--- config.mk ---
export PLATFORM = sky130hd
export DESIGN_NAME = axil_mem_slave_flat
export DESIGN_NICKNAME = d
export VERILOG_FILES = /design/src/rtl/axil_mem_pkg.sv /design/src/rtl/axil_mem_slave_if.sv /design/src/rtl/axil_mem_ram_be.sv /design/src/rtl/random_generator.sv /design/src/rtl/axil_mem_slave.sv /design/src/flat_wrapper.sv
export SDC_FILE = /design/constraint.sdc
export NUM_CORES = 1
export LEC_CHECK = 0
export ABC_AREA = 1
export ABC_CLOCK_PERIOD_IN_PS = 2750
export CELL_PAD_IN_SITES_DETAIL_PLACEMENT = 0
export CELL_PAD_IN_SITES_GLOBAL_PLACEMENT = 1
export CORE_ASPECT_RATIO = 1.1
export CORE_MARGIN = 2
export CORE_UTILIZATION = 44
export DETAILED_ROUTE_END_ITERATION = 12
export GPL_ROUTABILITY_DRIVEN = 0
export GPL_TIMING_DRIVEN = 1
export PLACE_DENSITY = 0.72
export SLEW_MARGIN = 40
export SYNTH_ARGS = -nofsm -noshare
export SYNTH_HDL_FRONTEND = slang
export SYNTH_HIERARCHICAL = 1
export SYNTH_SLANG_ARGS = --single-unit
--- constraint.sdc ---
create_clock -name clk -period 2.75 [get_ports clk]
set_clock_uncertainty 0.15 [all_clocks]
set_input_delay 0.825 -clock clk [delete_from_list [all_inputs] [get_ports clk]]
set_output_delay 0.825 -clock clk [all_outputs]
set_load 0.02 [all_outputs]
--- src/rtl/axil_mem_pkg.sv ---
// Shared constants for the AXI-Lite slave memory: response codes, FSM encodings
// and the response-priority helper.
package axil_mem_pkg;

  localparam logic [1:0] RESP_OKAY   = 2'b00;
  localparam logic [1:0] RESP_SLVERR = 2'b10;

  localparam logic [1:0] R_IDLE = 2'd0;
  localparam logic [1:0] R_RAM  = 2'd1;
  localparam logic [1:0] R_OUT  = 2'd2;

  localparam logic [1:0] W_IDLE   = 2'd0;
  localparam logic [1:0] W_COMMIT = 2'd1;
  localparam logic [1:0] W_RESP   = 2'd2;

  // Out-of-range beats forced error, which beats forced okay, which beats random error.
  function automatic logic [1:0] resp_eval(input logic oor, input logic force_err,
                                           input logic force_ok, input logic rand_hit);
    if (oor || force_err) return RESP_SLVERR;
    if (force_ok)         return RESP_OKAY;
    return rand_hit ? RESP_SLVERR : RESP_OKAY;
  endfunction

endpackage

--- src/rtl/axil_mem_slave_if.sv ---
// AXI-Lite bus bundle between the memory slave and its master.
interface axil_mem_slave_if #(
  parameter int unsigned ADDR_WDTH = 4,
  parameter int unsigned DATA_WDTH = 32
);
  localparam int unsigned STRB_WDTH = DATA_WDTH / 8;

  logic                 ar_valid;
  logic                 ar_ready;
  logic [ADDR_WDTH-1:0] ar_address;
  logic                 r_valid;
  logic                 r_ready;
  logic [DATA_WDTH-1:0] r_data;
  logic [1:0]           r_resp;
  logic                 aw_valid;
  logic                 aw_ready;
  logic [ADDR_WDTH-1:0] aw_address;
  logic                 w_valid;
  logic                 w_ready;
  logic [DATA_WDTH-1:0] w_data;
  logic [STRB_WDTH-1:0] w_strb;
  logic                 b_valid;
  logic                 b_ready;
  logic [1:0]           b_resp;

  modport slave (
    input  ar_valid, ar_address, r_ready, aw_valid, aw_address,
           w_valid, w_data, w_strb, b_ready,
    output ar_ready, r_valid, r_data, r_resp, aw_ready, w_ready, b_valid, b_resp
  );

  modport master (
    output ar_valid, ar_address, r_ready, aw_valid, aw_address,
           w_valid, w_data, w_strb, b_ready,
    input  ar_ready, r_valid, r_data, r_resp, aw_ready, w_ready, b_valid, b_resp
  );

endinterface

--- src/rtl/axil_mem_ram_be.sv ---
// DEPTH x DATA_WDTH RAM: byte-enabled write port, registered read port that
// returns pre-write data on a same-address collision.
module axil_mem_ram_be #(
  parameter int unsigned ADDR_WDTH = 4,
  parameter int unsigned DATA_WDTH = 32,
  parameter int unsigned DEPTH     = 16
) (
  input  logic                   clk,
  input  logic                   rst,
  input  logic                   we_i,
  input  logic [ADDR_WDTH-1:0]   waddr_i,
  input  logic [DATA_WDTH-1:0]   wdata_i,
  input  logic [DATA_WDTH/8-1:0] wstrb_i,
  input  logic                   re_i,
  input  logic                   rzero_i,
  input  logic [ADDR_WDTH-1:0]   raddr_i,
  output logic [DATA_WDTH-1:0]   rdata_o
);
  localparam int unsigned STRB_WDTH = DATA_WDTH / 8;

  logic [DATA_WDTH-1:0] mem_q [DEPTH];
  logic [DATA_WDTH-1:0] rdata_q;

  always_ff @(posedge clk) begin
    if (we_i) begin
      for (int i = 0; i < STRB_WDTH; i++) begin
        if (wstrb_i[i]) mem_q[waddr_i][i*8 +: 8] <= wdata_i[i*8 +: 8];
      end
    end
  end

  // Error reads load zero instead of touching the array.
  always_ff @(posedge clk) begin
    if (rst)       rdata_q <= '0;
    else if (re_i) rdata_q <= rzero_i ? '0 : mem_q[raddr_i];
  end

  assign rdata_o = rdata_q;
endmodule

--- src/rtl/random_generator.sv ---
// Free-running 4-bit maximal-length LFSR (x^4 + x^3 + 1), seeded on reset.
module random_generator #(
  parameter logic [3:0] SEED = 4'h1
) (
  input  logic       clk,
  input  logic       rst,
  output logic [3:0] rand_o
);
  logic [3:0] lfsr_q;

  always_ff @(posedge clk) begin
    if (rst) lfsr_q <= SEED;
    else     lfsr_q <= {lfsr_q[2:0], lfsr_q[3] ^ lfsr_q[2]};
  end

  assign rand_o = lfsr_q;
endmodule

--- src/rtl/axil_mem_slave.sv ---
// AXI-Lite slave memory with independent read/write FSMs, byte strobes,
// out-of-range and injected SLVERR responses.
module axil_mem_slave
  import axil_mem_pkg::*;
#(
  parameter int unsigned ADDR_WDTH = 4,
  parameter int unsigned DATA_WDTH = 32,
  parameter int unsigned DEPTH     = 16,
  parameter bit          RAND_ERR  = 1'b0
) (
  input  logic             clk,
  input  logic             rst,
  input  logic             force_okay,
  input  logic             force_error,
  axil_mem_slave_if.slave  bus
);
  localparam int unsigned STRB_WDTH = DATA_WDTH / 8;

  logic [3:0] lfsr;
  logic       rand_hit_c;

  logic [1:0]           rd_state_q, rd_state_d;
  logic [ADDR_WDTH-1:0] rd_addr_q, rd_addr_d;
  logic [1:0]           r_resp_q, r_resp_d;
  logic                 ar_ready_q, r_valid_q;
  logic                 rd_en_c, rd_zero_c;

  logic [1:0]           wr_state_q, wr_state_d;
  logic [ADDR_WDTH-1:0] wr_addr_q, wr_addr_d;
  logic [DATA_WDTH-1:0] wr_data_q, wr_data_d;
  logic [STRB_WDTH-1:0] wr_strb_q, wr_strb_d;
  logic                 aw_held_q, aw_held_d, w_held_q, w_held_d;
  logic [1:0]           b_resp_q, b_resp_d;
  logic                 aw_ready_q, w_ready_q, b_valid_q;
  logic                 wr_en_c;

  function automatic logic out_of_range(input logic [ADDR_WDTH-1:0] a);
    return 32'(a) >= DEPTH;
  endfunction

  random_generator #(.SEED(4'h1)) u_lfsr (.clk(clk), .rst(rst), .rand_o(lfsr));

  assign rand_hit_c = RAND_ERR && (lfsr == 4'hF);

  // Read channel next-state.
  always_comb begin
    rd_state_d = rd_state_q;
    rd_addr_d  = rd_addr_q;
    r_resp_d   = r_resp_q;
    rd_en_c    = 1'b0;
    rd_zero_c  = 1'b0;
    case (rd_state_q)
      R_IDLE: begin
        if (bus.ar_valid && ar_ready_q) begin
          rd_addr_d  = bus.ar_address;
          rd_state_d = R_RAM;
        end
      end
      R_RAM: begin
        r_resp_d   = resp_eval(out_of_range(rd_addr_q), force_error, force_okay, rand_hit_c);
        rd_en_c    = 1'b1;
        rd_zero_c  = (r_resp_d == RESP_SLVERR);
        rd_state_d = R_OUT;
      end
      R_OUT: begin
        if (bus.r_ready && r_valid_q) rd_state_d = R_IDLE;
      end
      default: rd_state_d = R_IDLE;
    endcase
  end

  always_ff @(posedge clk) begin
    if (rst) begin
      rd_state_q <= R_IDLE;
      rd_addr_q  <= '0;
      r_resp_q   <= RESP_OKAY;
      ar_ready_q <= 1'b0;
      r_valid_q  <= 1'b0;
    end else begin
      rd_state_q <= rd_state_d;
      rd_addr_q  <= rd_addr_d;
      r_resp_q   <= r_resp_d;
      ar_ready_q <= (rd_state_d == R_IDLE);
      r_valid_q  <= (rd_state_d == R_OUT);
    end
  end

  // Write channel next-state; AW and W are captured independently.
  always_comb begin
    wr_state_d = wr_state_q;
    wr_addr_d  = wr_addr_q;
    wr_data_d  = wr_data_q;
    wr_strb_d  = wr_strb_q;
    aw_held_d  = aw_held_q;
    w_held_d   = w_held_q;
    b_resp_d   = b_resp_q;
    wr_en_c    = 1'b0;
    case (wr_state_q)
      W_IDLE: begin
        if (bus.aw_valid && aw_ready_q) begin
          aw_held_d = 1'b1;
          wr_addr_d = bus.aw_address;
        end
        if (bus.w_valid && w_ready_q) begin
          w_held_d  = 1'b1;
          wr_data_d = bus.w_data;
          wr_strb_d = bus.w_strb;
        end
        if (aw_held_d && w_held_d) wr_state_d = W_COMMIT;
      end
      W_COMMIT: begin
        b_resp_d   = resp_eval(out_of_range(wr_addr_q), force_error, force_okay, rand_hit_c);
        wr_en_c    = (b_resp_d == RESP_OKAY);
        aw_held_d  = 1'b0;
        w_held_d   = 1'b0;
        wr_state_d = W_RESP;
      end
      W_RESP: begin
        if (bus.b_ready && b_valid_q) wr_state_d = W_IDLE;
      end
      default: begin
        aw_held_d  = 1'b0;
        w_held_d   = 1'b0;
        wr_state_d = W_IDLE;
      end
    endcase
  end

  always_ff @(posedge clk) begin
    if (rst) begin
      wr_state_q <= W_IDLE;
      wr_addr_q  <= '0;
      wr_data_q  <= '0;
      wr_strb_q  <= '0;
      aw_held_q  <= 1'b0;
      w_held_q   <= 1'b0;
      b_resp_q   <= RESP_OKAY;
      aw_ready_q <= 1'b0;
      w_ready_q  <= 1'b0;
      b_valid_q  <= 1'b0;
    end else begin
      wr_state_q <= wr_state_d;
      wr_addr_q  <= wr_addr_d;
      wr_data_q  <= wr_data_d;
      wr_strb_q  <= wr_strb_d;
      aw_held_q  <= aw_held_d;
      w_held_q   <= w_held_d;
      b_resp_q   <= b_resp_d;
      aw_ready_q <= (wr_state_d == W_IDLE) && !aw_held_d;
      w_ready_q  <= (wr_state_d == W_IDLE) && !w_held_d;
      b_valid_q  <= (wr_state_d == W_RESP);
    end
  end

  // A commit coinciding with reset is dropped.
  axil_mem_ram_be #(
    .ADDR_WDTH(ADDR_WDTH),
    .DATA_WDTH(DATA_WDTH),
    .DEPTH    (DEPTH)
  ) u_ram (
    .clk    (clk),
    .rst    (rst),
    .we_i   (wr_en_c && !rst),
    .waddr_i(wr_addr_q),
    .wdata_i(wr_data_q),
    .wstrb_i(wr_strb_q),
    .re_i   (rd_en_c),
    .rzero_i(rd_zero_c),
    .raddr_i(rd_addr_q),
    .rdata_o(bus.r_data)
  );

  assign bus.ar_ready = ar_ready_q;
  assign bus.r_valid  = r_valid_q;
  assign bus.r_resp   = r_resp_q;
  assign bus.aw_ready = aw_ready_q;
  assign bus.w_ready  = w_ready_q;
  assign bus.b_valid  = b_valid_q;
  assign bus.b_resp   = b_resp_q;

endmodule

--- src/flat_wrapper.sv ---
// flat-port wrapper written by rule: the top's interface ports become plain ports
module axil_mem_slave_flat import axil_mem_pkg::*;
#(
  parameter int unsigned ADDR_WDTH = 4,
  parameter int unsigned DATA_WDTH = 32,
  parameter int unsigned DEPTH     = 16,
  parameter bit          RAND_ERR  = 1'b0
)
  (clk, rst, force_okay, force_error, bus_ar_valid, bus_ar_address, bus_r_ready, bus_aw_valid, bus_aw_address, bus_w_valid, bus_w_data, bus_w_strb, bus_b_ready, bus_ar_ready, bus_r_valid, bus_r_data, bus_r_resp, bus_aw_ready, bus_w_ready, bus_b_valid, bus_b_resp);
  axil_mem_slave_if #(.ADDR_WDTH(ADDR_WDTH), .DATA_WDTH(DATA_WDTH)) bus_i ();
  input  logic clk;
  input  logic rst;
  input  logic force_okay;
  input  logic force_error;
  input wire logic [$bits(bus_i.ar_valid)-1:0] bus_ar_valid;
  input wire logic [$bits(bus_i.ar_address)-1:0] bus_ar_address;
  input wire logic [$bits(bus_i.r_ready)-1:0] bus_r_ready;
  input wire logic [$bits(bus_i.aw_valid)-1:0] bus_aw_valid;
  input wire logic [$bits(bus_i.aw_address)-1:0] bus_aw_address;
  input wire logic [$bits(bus_i.w_valid)-1:0] bus_w_valid;
  input wire logic [$bits(bus_i.w_data)-1:0] bus_w_data;
  input wire logic [$bits(bus_i.w_strb)-1:0] bus_w_strb;
  input wire logic [$bits(bus_i.b_ready)-1:0] bus_b_ready;
  output wire logic [$bits(bus_i.ar_ready)-1:0] bus_ar_ready;
  output wire logic [$bits(bus_i.r_valid)-1:0] bus_r_valid;
  output wire logic [$bits(bus_i.r_data)-1:0] bus_r_data;
  output wire logic [$bits(bus_i.r_resp)-1:0] bus_r_resp;
  output wire logic [$bits(bus_i.aw_ready)-1:0] bus_aw_ready;
  output wire logic [$bits(bus_i.w_ready)-1:0] bus_w_ready;
  output wire logic [$bits(bus_i.b_valid)-1:0] bus_b_valid;
  output wire logic [$bits(bus_i.b_resp)-1:0] bus_b_resp;
  assign bus_i.ar_valid = bus_ar_valid;
  assign bus_i.ar_address = bus_ar_address;
  assign bus_i.r_ready = bus_r_ready;
  assign bus_i.aw_valid = bus_aw_valid;
  assign bus_i.aw_address = bus_aw_address;
  assign bus_i.w_valid = bus_w_valid;
  assign bus_i.w_data = bus_w_data;
  assign bus_i.w_strb = bus_w_strb;
  assign bus_i.b_ready = bus_b_ready;
  assign bus_ar_ready = bus_i.ar_ready;
  assign bus_r_valid = bus_i.r_valid;
  assign bus_r_data = bus_i.r_data;
  assign bus_r_resp = bus_i.r_resp;
  assign bus_aw_ready = bus_i.aw_ready;
  assign bus_w_ready = bus_i.w_ready;
  assign bus_b_valid = bus_i.b_valid;
  assign bus_b_resp = bus_i.b_resp;
  axil_mem_slave #(.ADDR_WDTH(ADDR_WDTH), .DATA_WDTH(DATA_WDTH), .DEPTH(DEPTH), .RAND_ERR(RAND_ERR)) u_core (.clk(clk), .rst(rst), .force_okay(force_okay), .force_error(force_error), .bus(bus_i));
endmodule
==> Word-level counts from Yosys, hierarchy flattened <==
Memories as Yosys holds them, arrays and structs flattened. A register that Yosys moved wholly into a read port is not among the register bits.
Cells that the tools add are included.
{ "totals": {"out_inout_bits": 41, "latchBits": 0, "n_memories": 1, "ram_bits": 512, "mem_bits_ro": 0, "in_bits": 53, "reg_bits": 91} }
{ "mem_list": {"columns": ["memory", "words", "width", "read_ports", "rd_ports_with_merged_regs", "write_ports", "line", "text"], "rows": [
  ["u_core.u_ram.mem_q", 16, 32, 1, 1, 1, "axil_mem_ram_be.sv:21", "logic [DATA_WDTH-1:0] mem_q [DEPTH];"]
]} }
{ "classes": {"div_mod_pow": 0, "eq_ne": 7, "n_shift": 0, "mux": 46, "add_sub_neg": 0, "n_bitwise": 0, "n_reduce_logical": 20, "n_mul": 0, "magnitude_cmp": 0} }
{ "ops": {"columns": ["op", "count"], "rows": [
  ["two-way mux 32 bit", 1],
  ["two-way mux 1 bit", 27],
  ["two-way mux 2 bit", 12],
  ["case mux 2 bit (3 select lines)", 2],
  ["== test 2 bit, second input constant", 5],
  ["logical NOT 2 bit", 5],
  ["logical AND 1 bit", 9],
  ["two-way mux 4 bit", 2],
  ["AND reduction 2 bit", 3],
  ["== test 2 x 1 -> 1 bit, second input constant", 2],
  ["case mux 1 bit (2 select lines)", 2],
  ["logical NOT 1 bit", 3]
]} }

==> Depth between registers and ports, before layout <==
Gate-level depths: netlist of the first run.
{ "logic_depth": {"depth_word": 12, "mapped_depth": 12} }

==> By module <==
The synthesis of the first run kept the hierarchy.
{ "by_module_without_submodules": {"columns": ["mod", "n_inst", "area_each_um2", "cells_per_inst"], "rows": [
  ["axil_mem_ram_be", 1, 23470.0, 2302],
  ["axil_mem_slave", 1, 2034.5, 259]
]} }

==> Worst setup path after synthesis of the first run <==
Ideal clock, no wire load.
{ "synth_path": {"kind": "in2reg", "start": "input rst", "end": "memory u_core.u_ram.mem_q[10][0] (enable)", "cell_stages": 5, "setup_ns": 0.370, "slack_ns": -0.006, "arrival_ns": 2.236, "n_path_buf": 2, "t_required_ns": 2.230, "cell_sequence": "clkbuf_1 > nor4_1 > nand2_1 > clkbuf_1 > nor2_1"} }
{ "synth_via": {"elab_chain_len": 4} }
{ "synth_lines": {"columns": ["element", "line", "text"], "rows": [
  ["start: declaration", "flat_wrapper.sv:12", "input logic rst;"],
  ["logical NOT 1 bit", "axil_mem_slave.sv:163", ".we_i (wr_en_c && !rst),"],
  ["logical AND 1 bit", "axil_mem_slave.sv:163", null],
  ["two-way mux 1 bit", "axil_mem_ram_be.sv:25", "if (we_i) begin"],
  ["two-way mux 1 bit (not written as such)", "axil_mem_ram_be.sv:27", "if (wstrb_i[i]) mem_q[waddr_i][i*8 +: 8] <= wdata_i[i*8 +: 8];"],
  ["end: declaration", "axil_mem_ram_be.sv:21", null]
]} }
No other way between the ends.

==> Worst setup path in the final report of the first run <==
{ "layout_path": {"start": "register u_core.u_ram.rdata_q[31] (netlist: u_core/u_ram/rdata_o[31])", "end": "output bus_r_data[31]"} }
{ "layout_lines": {"columns": ["element", "line", "text"], "rows": [
  ["start: declaration", "axil_mem_ram_be.sv:22", "logic [DATA_WDTH-1:0] rdata_q;"],
  ["start signal: assignment", "axil_mem_ram_be.sv:35", "else if (re_i) rdata_q <= rzero_i ? '0 : mem_q[raddr_i];"],
  ["end: declaration", "flat_wrapper.sv:26", "output wire logic [$bits(bus_i.r_data)-1:0] bus_r_data;"]
]} }
No word-level cell between the ends.

==> results of run 1 <==
-- flip-flops by register name, indices dropped and copies added, names as in the netlist --
| register | flops |
|---|---|
| u_core/aw_held_q | 1 |
| u_core/bus.ar_ready | 1 |
| u_core/bus.aw_ready | 1 |
| u_core/bus.b_resp | 1 |
| u_core/bus.b_valid | 1 |
| u_core/bus.r_resp | 1 |
| u_core/bus.r_valid | 1 |
| u_core/bus.w_ready | 1 |
| u_core/rd_addr_q | 4 |
| u_core/rd_state_q | 2 |
| u_core/u_ram/mem_q | 512 |
| u_core/u_ram/rdata_o | 32 |
| u_core/w_held_q | 1 |
| u_core/wr_addr_q | 4 |
| u_core/wr_data_q | 32 |
| u_core/wr_state_q | 2 |
| u_core/wr_strb_q | 4 |
-- power by group --
| part | switching [W] | leakage [nW] | internal (W) |
|---|---|---|---|
| logic | 0.000885 | 5.97 | 0.000448 |
| registers | 0.000406 | 5.40 | 0.0102 |
| clock network | 0.00342 | 1.09 | 0.00574 |
| total | 0.00471 | 12.5 | 0.0164 |
-- final timing paths --
path                             from                          to  slack, ps
min reg2reg  u_core/u_ram/rdata_o[17]    u_core/u_ram/rdata_o[17]        310
max          u_core/u_ram/rdata_o[31]              bus_r_data[31]        160
max reg2reg      u_core/wr_state_q[0]  u_core/u_ram/mem_q[11][18]        620
min          u_core/u_ram/rdata_o[17]    u_core/u_ram/rdata_o[17]        310
-- through the flow --
| step | instance area (um2) | cells |
|---|---|---|
| 3_5_place_dp | 27500 | 3378 |
| 6_report | 29800 | 3490 |
| 3_3_place_gp | 27500 | 3378 |
| 5_1_grt | 29800 | 3490 |
| 4_1_cts | 29700 | 3490 |
| 2_1_floorplan | 25500 | 2562 |
-- cells by family after synthesis --
logic type	after synthesis	synth area share, %
buffers and inverters	540	9.45
DFF	601	67.3
other	1	0.0147
AOI/OAI and AO/OA	79	1.55
and+or+nand+nor	1340	21.7
-- cell usage in the layout, fill, tap and decap left out --
cell type        instances
nand2_1                778
edfxtp_1               512
inv_1                  402
nand3_1                392
nor2_1                 165
clkdlybuf4s50_1         89
buf_4                   89
dfxtp_1                 82
clkbuf_16               61
a21oi_1                 37
o21ai_0                 22
o21ai_1                 20
bufinv_16               17
buf_12                  17
clkinv_2                10
clkinv_1                 8
clkbuf_1                 7
dfxtp_2                  5
clkbuf_8                 4
clkinvlp_4               4
inv_6                    2
nor2_4                   2
inv_4                    2
inv_2                    2
conb_1                   2
dfxtp_4                  2
buf_2                    1
nor4_1                   1
nand2_4                  1
nor3_1                   1
buf_6                    1
-- metal layers --
layer	vias up	global-route usage [%]	part of all wire, %
li1	8482	-	-
met1	8161	28.2	43
met2	480	35.6	48
met3	116	3.07	5.4
met4	0	7.31	3.4
met5	-	0	0
-- area by class of cell --
type,instances,area (um2)
fillers,5114,27600
flip-flops and latches,601,17200
multi-input cells,1421,5950
repair buffers,197,1920
clock buffers,72,1610
inverters,407,1540
well taps,752,941
clock inverters,40,629
==> results.ini, run 1 <==
[timing]
period_needed_ps=2590
fin_tns_setup_ps=0
rsz0062_at_grt=false
fmax_mhz=386
setup_ws_ps=162
hold_viol=0
finalCritPeriodShare_pct=94.1
drv_slew=0
fin_hold_ws_ps=314
relSlewSlack_pct=42.6
worst_pin_slew_ps=861
setup_viol=0

[min_path]
hold_depth=2
hp-class=reg2reg

[synthesis]
synth_cell_types=22
ys_ff_latch=601
synth_async_sr_flop_share_pct=0
synthFlopType=edfxtp_1
synthCells=2561
yosys.area.top_type=edfxtp_1
syn_avg_cell_area_um2=9.96
syn_area_um2=25500
synth_seq_area_share_pct=67.3
synth.area.top_cells=edfxtp_1 60%, nand2_1 11%, nand3_1 7.7%, dfxtp_1 7.0%, inv_1 5.9%
synth.most_common_cell=nand2_1
synth_edf_count=512
ys_top_cells_by_count=778 x nand2_1, 512 x edfxtp_1, 404 x inv_1
synth_top_area_share_pct=60.3
yosys_warnings=6

[place]
port_buffers=90
hpwlAfterDp_um=39400
place_ws_ps=-126

[global_routing]
antenna_found_initial=1
grt_max_degree=162
grt_overflow=0
grt_usage_pct=21.2
grt_pass1_wl_um=95800
grt_pass1_vias=16795

[setup_path]
cpPeakStageDelay_ps=660
path_delay_family=buffers and inverters
crit_required_ps=1780
cp_num_cells=1
crit_buf_inv=1
reg2regPathDepth=7
crit_path_max_fanout=2
worstSetupPathType=reg2out
cp_slowest_cell=clkdlybuf4s50_1
cp_cell_sequence=clkdlybuf4s50_1
crit_arrival_ps=1610
end_kind=primary output
start_kind=flip-flop

[clock_tree]
post_cts_buffers=0
cts-hold-fix-buffers=0
clkTransAtPathRegs_ps=70
h-tree-depth=2
cts_resized=0
cts.path.max_buffers=3
cts_tree=yes
clock_latency_ps=620
cts_sinks=601
cts_root_buffer=clkbuf_16
numCtsBuffers=60

[routing]
wl_um=63200
routedWlPerCell_um=18.1
vias=17239
vias_per_cell=4.94
ant_nets=0
drt-initial-drc-count=1296
drtPass1Iterations=5
drc=0

[floorplan]
coreArea_um2=57300
die_area_um2=59900
rows=92
initial_utilization_pct=44.5
die_y_um=257
die_w_um=234
ios=94

[pwr]
p_leak_nw=12.5
finalPower_w=0.0211
powerDensity_nw_per_um2=708
vdd_drop_max_uv=491

[flow_run]
max-cap-violations=0

[status]
status=completed

[layout]
n_antenna_cell=0
syn_to_final_growth_pct=16.7
drive_above_1_share_pct=8.04
layout.nets=2741
final_util_pct=51.9

No activity file was read; power rests on OpenSTA's default activity.
==> run 2: changes to the inputs <==
--- a/config.mk
+++ b/config.mk
@@ -9,8 +9,7 @@
 export ABC_CLOCK_PERIOD_IN_PS = 2750
 export CELL_PAD_IN_SITES_DETAIL_PLACEMENT = 0
 export CELL_PAD_IN_SITES_GLOBAL_PLACEMENT = 1
-export CORE_ASPECT_RATIO = 1.1
-export CORE_MARGIN = 2
+export CORE_MARGIN = 3
 export CORE_UTILIZATION = 44
 export DETAILED_ROUTE_END_ITERATION = 12
 export GPL_ROUTABILITY_DRIVEN = 0
@@ -21,3 +20,4 @@
 export SYNTH_HDL_FRONTEND = slang
 export SYNTH_HIERARCHICAL = 1
 export SYNTH_SLANG_ARGS = --single-unit
+export TNS_END_PERCENT = 20
==> results.ini, run 2 (synthesis results as in run 1) <==
[pwr]
powerDensity_nw_per_um2=704  ; was 708 nW/um2
share_comb_of_total_power_pct=6.4  ; was 6.3%
p_leak_nw=12.4  ; was 12.5 nW
power_frac_seq_pct=50.6  ; was 50.2%
vdd_drop_max_uv=503  ; was 491 uV
p_clk_share_pct=43.0  ; was 43.5%
switching_power_w=0.00479  ; was 0.00471 W
switching_share_pct=22.9  ; was 22.4%
finalPower_w=0.0209  ; was 0.0211 W
intPower_w=0.0161  ; was 0.0164 W

[global_routing]
grt_pass1_wl_um=96800  ; was 95800 um
antenna_found_initial=2  ; was 1
grt_max_degree=130  ; was 162
grt_pass1_vias=16706  ; was 16795
grt_overflow=0  ; unchanged
grt_usage_pct=21.2  ; about the same

[setup_path]
cpPeakStageDelay_ps=630  ; was 660 ps
start_kind=flip-flop  ; unchanged
cp_num_cells=1  ; unchanged
reg2regPathDepth=5  ; was 7
worstSetupPathType=reg2out  ; unchanged
r2r_end=u_core/u_ram/mem_q[4][13]  ; was u_core/u_ram/mem_q[11][18]
timing.rr.start=u_core/wr_addr_q[2]  ; was u_core/wr_state_q[0]
crit_path_max_fanout=2  ; unchanged
cp_cell_sequence=clkdlybuf4s50_1  ; unchanged
cp_slowest_cell=clkdlybuf4s50_1  ; unchanged
crit_buf_inv=1  ; unchanged
end_kind=primary output  ; unchanged
crit_arrival_ps=1640  ; was 1610 ps
path_delay_family=buffers and inverters  ; unchanged
r2r_setup_slack_ps=640  ; was 620 ps
crit_required_ps=1780  ; about the same

[clock_tree]
clock_latency_ps=620  ; about the same
cts_sinks=601  ; unchanged
numCtsBuffers=61  ; was 60
h-tree-depth=2  ; unchanged
cts-hold-fix-buffers=0  ; unchanged
clkTransAtPathRegs_ps=60  ; was 70 ps
cts_root_buffer=clkbuf_16  ; unchanged
cts_resized=0  ; unchanged
post_cts_buffers=0  ; unchanged
cts.path.max_buffers=3  ; unchanged
cts_tree=yes  ; unchanged

[layout]
drive_above_1_share_pct=8.15  ; was 8.04%
final_cell_area_um2=29700  ; was 29800 um2
largest_reg_flops=512  ; unchanged
layout.nets=2735  ; was 2741
fillers=5089  ; was 5114
top_register=u_core/u_ram/mem_q  ; unchanged
final_common_cell=nand2_1  ; unchanged
final_util_pct=52.3  ; was 51.9%
syn_to_final_growth_pct=16.5  ; was 16.7%
mostFrequentLayoutCells=778 x nand2_1, 512 x edfxtp_1, 402 x inv_1  ; unchanged

[min_path]
min_from=u_core/u_ram/rdata_o[13]  ; was u_core/u_ram/rdata_o[17]
hold_depth=2  ; unchanged
holdPathEnd=u_core/u_ram/rdata_o[13]  ; was u_core/u_ram/rdata_o[17]
hp-class=reg2reg  ; unchanged

[routing]
drtPass1Iterations=7  ; was 5
vias=17200  ; was 17239
wl_met1_um=27300  ; was 27000 um
ant_nets=0  ; unchanged
met2WireLength_um=31300  ; was 30600 um
routedWlPerCell_um=18.3  ; was 18.1 um
top_layer_used=met4  ; unchanged
drc=0  ; unchanged
vias_per_cell=4.92  ; was 4.94
drt-initial-drc-count=1380  ; was 1296
wl_um=63900  ; was 63200 um
wl_met3_um=3590  ; was 3430 um

[flow_run]
max-cap-violations=0  ; unchanged

[place]
port_buffers=90  ; unchanged
place_area_um2=27500  ; about the same
hpwlAfterDp_um=39700  ; was 39400 um

[timing]
relSlewSlack_pct=44.8  ; was 42.6%
setup_viol=0  ; unchanged
period_needed_ps=2610  ; was 2590 ps
worst_pin_slew_ps=828  ; was 861 ps
fmax_mhz=383  ; was 386 MHz
finalCritPeriodShare_pct=94.9  ; was 94.1%
hold_viol=0  ; unchanged
drv_slew=0  ; unchanged
rsz0062_at_grt=false  ; unchanged

[floorplan]
die_y_um=247  ; was 257 um
die_area_um2=60900  ; was 59900 um2
ios=94  ; unchanged
initial_utilization_pct=44.9  ; was 44.5%
die_w_um=247  ; was 234 um
coreArea_um2=56800  ; was 57300 um2
rows=87  ; was 92

[status]
status=completed  ; unchanged

-- run 2: changes by cell type in the layout (fill, tap and decap cells not counted), sizes merged --
| cell | change |
|---|---|
| clkinvlp | +5 |
| bufinv | -6 |
| clkinv | -2 |
| clkbuf | +6 |
| buf | -7 |
| diode | +2 |
| inv | +1 |
-- run 2: layer usage --
metal | track usage [%] | vias to the layer above
li1 | - | 8482
met1 | 28.0 | 8155
met2 | 36.4 | 455
met3 | 3.08 | 108
met4 | 6.60 | 0
met5 | 0 | -
-- run 2: final cells by class --
cell class,count,area [um2],share of cell area (%)
timing repair buffer,190,1860,6.26
tap,756,946,3.18
antenna,2,5.00,0.0168
sequential,601,17200,57.8
inverter,407,1540,5.18
clock inverter,38,509,1.71
clock buffer,78,1740,5.84
multi-input combinational,1421,5950,20.0
-- run 2: power groups by stage --
stage          sequential, W  clock, W  combinational, W
6_report              0.0106   0.00899           0.00134
3_3_place_gp          0.0108         0           0.00134
4_1_cts               0.0106   0.00920           0.00136
5_1_grt               0.0106   0.00956           0.00149
3_5_place_dp          0.0108         0           0.00135
2_1_floorplan         0.0106         0          0.000840
-- run 2: stage by stage --
| stage | hold WS (ps) | worst slack [ps] | instances | setup TNS, ps |
|---|---|---|---|---|
| global route | 333 | 97.9 | 3491 | 0 |
| CTS | 317 | 101 | 3491 | 0 |
| floorplan | 297 | -6.10 | 2562 | -1460 |
| detailed placement | 308 | -102 | 3375 | -33570 |
| global placement | 304 | -76.8 | 3375 | -24720 |
| finish | 317 | 140 | 3493 | 0 |
-- run 2: worst max path at each step --
stage	slack, ps	to	start
6_report	140	bus_r_data[0]	u_core/u_ram/rdata_o[0]
5_1_grt	100	bus_r_data[31]	u_core/u_ram/rdata_o[31]
4_1_cts	100	bus_r_data[0]	u_core/u_ram/rdata_o[0]
3_5_place_dp	-100	u_core/u_ram/mem_q[4][20]	force_error
3_3_place_gp	-80	u_core/u_ram/mem_q[4][14]	force_error
2_1_floorplan	-6	u_core/u_ram/mem_q[10][0]	rst
